## src/rtl/seg7_scan_ctrl.sv

```systemverilog
// rtl/seg7_scan_ctrl.sv - multiplexed seven-segment scan controller with per-digit register file
module seg7_scan_ctrl #(
    parameter int  N_DIGITS    = 8,
    parameter int  REFRESH_DIV = 100000,
    parameter int  BLINK_SCANS = 250,
    localparam int SW          = (N_DIGITS > 2) ? $clog2(N_DIGITS) : 1
) (
    input  logic                CLK,
    input  logic                rst,
    input  logic                wr,
    input  logic [SW-1:0]       sel,
    input  logic [3:0]          num,
    input  logic                dp_in,
    input  logic                blank_in,
    input  logic                blink_in,
    input  logic                clr,
    output logic [7:0]          out_7Seg,
    output logic [N_DIGITS-1:0] out_Anodes
);
    localparam int PW = (REFRESH_DIV > 2) ? $clog2(REFRESH_DIV) : 1;
    localparam int BW = (BLINK_SCANS > 2) ? $clog2(BLINK_SCANS) : 1;

    logic [3:0]          r_val [N_DIGITS];
    logic [N_DIGITS-1:0] r_dp;
    logic [N_DIGITS-1:0] r_blank;
    logic [N_DIGITS-1:0] r_blink;

    logic [PW-1:0]       r_pcnt;
    logic [SW-1:0]       r_idx;
    logic [BW-1:0]       r_bcnt;
    logic                r_phase;

    logic [7:0]          r_seg;
    logic [N_DIGITS-1:0] r_an;

    logic                w_wr_en;
    logic                w_pwrap;
    logic                w_iwrap;
    logic                w_bwrap;
    logic [3:0]          w_cur_val;
    logic                w_dark;
    logic [6:0]          w_glyph;

    // Out-of-range selects are dropped here so the array index below stays legal.
    assign w_wr_en = wr & ({1'b0, sel} < (SW+1)'(N_DIGITS));

    always_ff @(posedge CLK or negedge rst) begin
        if (!rst) begin
            for (int i = 0; i < N_DIGITS; i++) r_val[i] <= 4'd0;
            r_dp    <= '0;
            r_blank <= '1;
            r_blink <= '0;
        end else if (clr) begin
            for (int i = 0; i < N_DIGITS; i++) r_val[i] <= 4'd0;
            r_dp    <= '0;
            r_blank <= '1;
            r_blink <= '0;
        end else if (w_wr_en) begin
            r_val[sel]   <= num;
            r_dp[sel]    <= dp_in;
            r_blank[sel] <= blank_in;
            r_blink[sel] <= blink_in;
        end
    end

    assign w_pwrap = (r_pcnt == PW'(REFRESH_DIV - 1));
    assign w_iwrap = (r_idx == SW'(N_DIGITS - 1));
    assign w_bwrap = (r_bcnt == BW'(BLINK_SCANS - 1));

    always_ff @(posedge CLK or negedge rst) begin
        if (!rst) begin
            r_pcnt <= '0;
            r_idx  <= '0;
        end else if (w_pwrap) begin
            r_pcnt <= '0;
            r_idx  <= w_iwrap ? '0 : r_idx + 1'b1;
        end else begin
            r_pcnt <= r_pcnt + 1'b1;
        end
    end

    // Blink phase only moves when the scan returns to digit 0, so a slot never splits.
    always_ff @(posedge CLK or negedge rst) begin
        if (!rst) begin
            r_bcnt  <= '0;
            r_phase <= 1'b0;
        end else if (w_pwrap && w_iwrap) begin
            if (w_bwrap) begin
                r_bcnt  <= '0;
                r_phase <= ~r_phase;
            end else begin
                r_bcnt <= r_bcnt + 1'b1;
            end
        end
    end

    assign w_cur_val = r_val[r_idx];
    assign w_dark    = r_blank[r_idx] | (r_blink[r_idx] & r_phase);

    always_comb begin
        w_glyph = 7'b1111111;
        case (w_cur_val)
            4'h0: w_glyph = 7'b0000001;
            4'h1: w_glyph = 7'b1001111;
            4'h2: w_glyph = 7'b0010010;
            4'h3: w_glyph = 7'b0000110;
            4'h4: w_glyph = 7'b1001100;
            4'h5: w_glyph = 7'b0100100;
            4'h6: w_glyph = 7'b0100000;
            4'h7: w_glyph = 7'b0001111;
            4'h8: w_glyph = 7'b0000000;
            4'h9: w_glyph = 7'b0000100;
            4'hA: w_glyph = 7'b0001000;
            4'hB: w_glyph = 7'b1100000;
            4'hC: w_glyph = 7'b0110001;
            4'hD: w_glyph = 7'b1000010;
            4'hE: w_glyph = 7'b0110000;
            4'hF: w_glyph = 7'b0111000;
            default: w_glyph = 7'b1111111;
        endcase
    end

    // Both buses are registered together so anodes and segments always change on the same edge.
    always_ff @(posedge CLK or negedge rst) begin
        if (!rst) begin
            r_seg <= 8'hFF;
            r_an  <= '1;
        end else if (w_dark) begin
            r_seg <= 8'hFF;
            r_an  <= '1;
        end else begin
            r_seg <= {w_glyph, ~r_dp[r_idx]};
            r_an  <= ~(N_DIGITS'(1) << r_idx);
        end
    end

    assign out_7Seg   = r_seg;
    assign out_Anodes = r_an;

endmodule

```

## config.mk

```make
export PLATFORM = sky130hd
export DESIGN_NAME = seg7_scan_ctrl
export DESIGN_NICKNAME = d
export VERILOG_FILES = /design/src/rtl/seg7_scan_ctrl.sv
export SDC_FILE = /design/constraint.sdc
export NUM_CORES = 1
export LEC_CHECK = 0
export CAP_MARGIN = 30
export CORE_UTILIZATION = 47
export CTS_CLUSTER_DIAMETER = 120
export DETAILED_ROUTE_END_ITERATION = 16
export PLACE_DENSITY = 0.62
export SETUP_SLACK_MARGIN = 0.5
export SLEW_MARGIN = 40
export SYNTH_ARGS = -nofsm -noshare
export SYNTH_HDL_FRONTEND = slang
export SYNTH_SLANG_ARGS = --single-unit
```

## constraint.sdc

```tcl
create_clock -name CLK -period 3.35 [get_ports CLK]
set_input_delay 0.5025 -clock CLK [delete_from_list [all_inputs] [get_ports CLK]]
set_output_delay 0.5025 -clock CLK [all_outputs]
set_load 0.05 [all_outputs]
```

==> results.yml, run 1 <==
run_status:
  status: "completed"
placement:
  gp_congestion: 0.753
  place_area_mm2: 0.00548
  place_inst: 614
  dp_hpwl_mm: 6.67
  io_buffers: 29
yosys:
  synthTopCellsByCount: "dfrtp_1 (77), nor2_1 (62), nand2_1 (61), mux2i_1 (39), dfstp_2 (24)"
  synthDistinctLibCells: 57
  synth_edf_count: 0
  ys_dominant_reg_cell: "dfrtp_1"
  synth-seq-area-share_pct: 50.6
  syn_avg_cell_area_um2: 10.9
  synth_nets: 491
  ys_ff_latch: 101
  async_reset_ff_share_pct: 100
  synth_area_leaders: "dfrtp_1 (38%), dfstp_2 (12%), mux2i_1 (7.7%), nor2_1 (4.6%), nand2_1 (4.5%)"
  synth_warnings: 0
  synth_cells: 462
  synth_area_mm2: 0.00505
  synth.most_common_cell: "dfrtp_1"
  synth_top_area_share_pct: 38.1
  synth_top_area_cell: "dfrtp_1"
drt:
  drtAntennaViolNets: 0
  num_vias: 3339
  remaining_drc_errors: 0
  dr.first_iter.drc_count: 164
  drt-total-wl_mm: 9.93
  vias_per_cell: 5.30
  first_pass_iters: 4
  wl_per_cell_um: 15.8
flow_run:
  maxCapViolCount: 0
floorplanning:
  core-area_mm2: 0.0104
  initial_utilization_pct: 48.7
  die_h_um: 106
  die_w_um: 106
  rows: 37
  io_pins: 30
  die_area_mm2: 0.0112
timing:
  report.final.slew_viol_count: 0
  min_period_ns: 2.42
  rsz0062_at_grt: "false"
  max_freq_ghz: 0.414
  finalSetupViolations: 0
  min_period_over_period_pct: 72.2
  max_slew_margin_pct: 50.3
  hold_slack_ns: 0.135
  finalSetupTns_ns: 0
  timing.final.hold_violations: 0
  tightest_slew_ns: 0.745
  worst_clock_skew_ns: 0.0155
clock_network:
  postCtsSetupBuffers: 0
  cts_max_path_buffers: 2
  htreeDepth: 3
  numCtsBuffers: 9
  path_clk_slew_ns: 0.10
  holdBufCountCts: 0
  post_cts_resized: 0
  clock_latency_ns: 0.37
  tritoncts: "yes"
  cts.sinks: 101
  cts_root_buf: "clkbuf_8"
finish:
  area_growth_syn_to_layout_pct: 12.4
  final_area_mm2: 0.00568
  nets: 518
  nFillCells: 919
  drive_gt1_share_pct: 16.2
  final_cell_count_no_fill: 630
  n_antenna_cell: 0
worst_setup_path:
  end_kind: "flip-flop"
  cpPeakStageDelay_ns: 0.60
  crit_type: "flip-flop to flip-flop"
  arrival_ns: 2.70
  startpoint_type: "flip-flop"
  critPathSlowestCell: "dfrtp_1"
  required_ns: 3.63
  crit_path_cell_trace: "buf_4 > mux4_2 > mux2i_4 > and2_4 > nor3_1 > o31ai_2"
  crit_fanout: 17
power_and_ir_drop:
  fin_total_pwr_mw: 2.24
  powerDensity_mw_per_mm2: 394
  leakage_nw: 2.35
  peakVddDrop_mv: 0.247
min_path:
  hp-class: "input pin to asynchronous set/reset pin"
global_route:
  grt_pass1_wl_mm: 17.0
  grt-ovfl-total: 0
  grt_pass1_vias: 3339
  antenna_found_initial: 0
  grt_start_max_net_pins: 80
  grt_util_all_layers_pct: 19.6
[logic make-up (layout without fill, tap and decap cells)]
logic type                 Yosys count  after routing  share of synthesized area [%]
AOI/OAI and AO/OA                   55             55                           8.02
xor gates and xnor gates            17             17                           2.95
adders and majority gates           15             15                           3.71
buffers and inverters               33             65                           3.05
DFF                                101            101                           50.6
muxes                               54             54                           14.2
and+or+nand+nor                    187            187                           17.5
[final cells by class]
class                           count  area [µm²]  share of cell area, %
Clock buffer                       10         128                   2.25
Multi-Input combinational cell    328        2340                   41.2
Inverter                            9        33.8                  0.595
Clock inverter                      6        78.8                   1.39
Sequential cell                   101        2560                   45.0
Timing Repair Buffer               40         372                   6.54
Tap cell                          136         170                   2.99
[registers in the layout, summed over array words and instances (netlist names), 8 cells and up]
name / flops
out_7Seg: 8
r_bcnt: 8
r_blank: 8
r_dp: 8
r_val: 32
r_blink: 8
out_Anodes: 8
r_pcnt: 17
[path summary, 6_finish.rpt]
check / slack (ns) / cells past startpoint / from / to
min in group CLK: 0.49 / 1 / r_pcnt[11] / r_pcnt[11]
setup / recovery: 0.93 / 6 / r_idx[0] / out_7Seg[7]
hold reg to reg: 0.49 / 1 / r_pcnt[11] / r_pcnt[11]
hold / removal: 0.14 / 1 / rst / r_pcnt[12]
max in group asynchronous: 2.39 / 2 / rst / out_Anodes[1]
setup reg to reg: 0.93 / 6 / r_idx[0] / out_7Seg[7]
[critical path: cells and delay by family, from the launching register on]
family                 cells  cell delay [ns]
muxes                      2             0.92
AOI/OAI and AO/OA          1             0.17
DFF                        1             0.60
buffers and inverters      1             0.34
and+or+nand+nor            2             0.27
[cell usage in the layout, fill, tap and decap left out, types with 2 or more instances in the layout]
cell type and n:
o211ai_1 3, o31ai_4 2, nor2b_1 8, dfrtp_1 77, bufinv_16 2, nand4_1 4
and3_1 5, clkinv_2 3, a21oi_1 20, inv_1 8, nor2_1 62, nor3_1 8
o41ai_2 2, clkbuf_8 9, ha_1 15, o21ai_0 10, and2_1 2, dfstp_2 24
nand3b_1 3, a211o_1 6, mux2i_1 39, xnor2_1 7, nand3_1 16, nand2_1 61
a211oi_1 3, xor2_1 10, nand2b_1 3, mux4_2 9, or3_1 3, mux4_1 2
buf_4 12, mux2i_4 2, clkdlybuf4s50_1 27
[per-stage QoR]
step	setup slack (ns)	util [%]
2_1_floorplan	1.05	-
3_3_place_gp	1.03	52.7
3_5_place_dp	0.985	52.8
4_1_cts	0.920	54.8
5_1_grt	0.752	54.8
6_report	0.932	54.8
[per-layer routing]
layer	routed length (µm)	vias to the layer above	part of all wire (%)	track usage (%)
met2	4460	67	45	29.6
met3	359	13	3.6	3.90
met1	4950	1618	50	28.5
met4	153	0	1.5	6.25
met5	0	-	0	0
li1	-	1641	-	-
[report_power, final]
part / switching, mW / internal (mW) / total, mW
combinational: 0.110 / 0.0605 / 0.170
sequential: 0.00992 / 1.25 / 1.26
clock: 0.398 / 0.415 / 0.813
total: 0.518 / 1.72 / 2.24
No activity file was read; power rests on OpenSTA's default activity.
==> inputs of run 2 (changes only) <==
--- a/config.mk
+++ b/config.mk
@@ -9,7 +9,7 @@
 export CORE_UTILIZATION = 47
 export CTS_CLUSTER_DIAMETER = 120
 export DETAILED_ROUTE_END_ITERATION = 16
-export PLACE_DENSITY = 0.62
+export PLACE_DENSITY = 0.65
 export SETUP_SLACK_MARGIN = 0.5
 export SLEW_MARGIN = 40
 export SYNTH_ARGS = -nofsm -noshare
==> constraint.sdc (replaced) <==
create_clock -name CLK -period 2.05 [get_ports CLK]
set_input_delay 0.3075 -clock CLK [delete_from_list [all_inputs] [get_ports CLK]]
set_output_delay 0.3075 -clock CLK [all_outputs]
set_load 0.05 [all_outputs]
==> run 2 against run 1 <==
Effect of this change: the flow now finishes with violations (negative setup slack); total power is 64% higher; first-iteration DRC count grew 18%; sequential power is 63% higher; sequential share of layout area shrank 4.6 points; sequential cell count unchanged; clock-buffer cell count decreased by 1; final area rose by 12%; clock skew is 0.0026 ns higher; clock power rose by 61%; die area unchanged; register-to-register slack worse by 0.95 ns; non-clock buffer count is 39 higher; critical path type unchanged.
==> results.yml, run 2 (synthesis gave the netlist of run 1 again) <==
worst_setup_path:
  cpPeakStageDelay_ns: 0.52
  path_buf_inv: 2
  crit_fanout: 4
  critPathTopFamily: "multiplexers"
  arrival_ns: 2.36
  end_kind: "flip-flop"
  required_ns: 2.34
  startpoint_type: "flip-flop"
  crit_type: "flip-flop to flip-flop"
  critPathSlowestCell: "mux4_2"
  crit_path_cell_trace: "buf_6 > mux4_2 > mux2i_4 > inv_2 > ha_4 > and2_4 > o21ai_2 > nand3_1"
global_route:
  antenna_found_initial: 0
  use_met2_pct: 33.1
  met3_usage_pct: 3.90
  grt_busiest_layer: "met2"
  grt_pass1_vias: 3649
  grt_util_all_layers_pct: 21.7
  grt_pass1_wl_mm: 18.6
  grt-ovfl-total: 0
  grt_start_max_net_pins: 102
  use_met1_pct: 30.8
finish:
  n_antenna_cell: 0
  area_growth_syn_to_layout_pct: 25.4
  nets: 558
  nFillCells: 845
  layout_common_cells: "dfrtp_1 (76), nand2_1 (55), nor2_1 (53), mux2i_1 (37), buf_4 (32)"
  final_area_mm2: 0.00634
  drive_gt1_share_pct: 34.5
  regMostFlops: "r_val"
  mostFrequentLayoutCell: "dfrtp_1"
  reg_top3: "r_val: 32 flops, r_pcnt: 17 flops"
  largest_reg_flops: 32
timing:
  finalSetupViolations: 2
  max_slew_margin_pct: 64.9
  worst_clock_skew_ns: 0.0182
  tightest_slew_ns: 0.527
  min_period_over_period_pct: 101
  report.final.slew_viol_count: 0
  finalSetupTns_ns: -0.0208
  max_freq_ghz: 0.484
  fin_ws_ns: -0.0165
  hold_slack_ns: 0.251
  timing.final.hold_violations: 0
  min_period_ns: 2.07
  rsz0062_at_grt: "true"
flow_run:
  maxCapViolCount: 0
floorplanning:
  core-area_mm2: 0.0104
  die_h_um: 106
  die_w_um: 106
  die_area_mm2: 0.0112
  io_pins: 30
  rows: 37
  initial_utilization_pct: 48.7
placement:
  gp_congestion: 0.835
  io_buffers: 29
  dp_hpwl_mm: 7.21
  place_area_mm2: 0.00570
clock_network:
  cts_max_path_buffers: 2
  tritoncts: "yes"
  cts.sinks: 101
  htreeDepth: 3
  path_clk_slew_ns: 0.11
  clock_latency_ns: 0.39
  numCtsBuffers: 9
  cts_root_buf: "clkbuf_8"
power_and_ir_drop:
  leakage_nw: 2.58
  p_int_mw: 2.73
  powerDensity_mw_per_mm2: 580
  p_sw_mw: 0.943
  fin_total_pwr_mw: 3.67
  peakVddDrop_mv: 0.438
  swShare_pct: 25.7
  pwr-share-seq_pct: 56.0
  clkPwrFrac_pct: 35.8
  combPwrFrac_pct: 8.2
drt:
  remaining_drc_errors: 0
  wl_per_cell_um: 17.1
  dr.first_iter.drc_count: 194
  vias_per_cell: 5.44
  num_vias: 3648
  drtAntennaViolNets: 0
  drt-total-wl_mm: 11.5
  first_pass_iters: 4
min_path:
  hp-class: "input pin to flip-flop"
run_status:
  status: "finished, violations left"
  violations: "negative setup slack"
[run 2: cell types whose count changed in the layout (fill, tap and decap cells not counted), sizes merged]
cell,delta
bufinv,-1
dlygate4sd3,+1
clkdlybuf4s50,-16
mux2i,+1
clkinv,-2
clkbuf,-1
inv,+4
buf,+54
[run 2: power by group through the flow]
| stage | clock [mW] | combinational [mW] | sequential (mW) |
|---|---|---|---|
| 2_1_floorplan | 0 | 0.132 | 2.12 |
| 3_3_place_gp | 0 | 0.292 | 2.09 |
| 3_5_place_dp | 0 | 0.295 | 2.09 |
| 4_1_cts | 1.35 | 0.298 | 2.06 |
| 5_1_grt | 1.43 | 0.329 | 2.06 |
| 6_report | 1.31 | 0.303 | 2.06 |
[run 2: what timing repair did]
action | 4_1_cts | 5_1_grt
setup endpoints to repair | 52 | 40
hold buffers | 1 | 0
pin swaps | 17 | 10
setup buffers | 18 | 6
gates resized for setup | 108 | 36
endpoints found under the hold margin | 17 | 0
cloned | 2 | 0
[run 2: per-stage QoR]
step,setup slack [ns],std cells,util (%)
floorplan,0.0414,462,-
global placement,0.0279,627,55.0
detailed placement,-0.0405,627,55.0
CTS,0.0306,664,59.0
global route,-0.0713,670,61.1
finish,-0.0165,670,61.1
[run 2: layout make-up]
cell class	instances	area [µm²]	area share, %
timing repair buffer	79	729	11.5
tap	136	170	2.69
multi-input combinational	329	2640	41.6
clock inverter	7	78.8	1.24
inverter	9	38.8	0.612
clock buffer	9	124	1.95
sequential	101	2560	40.4
[run 2: path summary, 6_finish.rpt]
kind	startpoint	to	slack, ns	depth (start not counted)
min	clr	r_dp[2]	0.25	2
min reg2reg	r_pcnt[11]	r_pcnt[11]	0.50	1
max in group asynchronous	rst	r_blank[1]	1.12	3
max	r_idx[0]	out_7Seg[2]	-0.02	8
max reg2reg	r_idx[0]	out_7Seg[2]	-0.02	8
min in group asynchronous	rst	r_bcnt[5]	0.51	3
[run 2: metal layers]
metal / up-vias / part of all wire, %
met5: - / 0
met4: 0 / 2.0
met3: 16 / 3.4
met2: 69 / 48
met1: 1841 / 46
li1: 1722 / -
[run 2: worst register-to-register path: stages, from the launching register on]
cell and delay (ns):
dfrtp_1 0.43, buf_6 0.14, mux4_2 0.52, mux2i_4 0.25, inv_2 0.11, ha_4 0.19
and2_4 0.15, o21ai_2 0.11, nand3_1 0.09
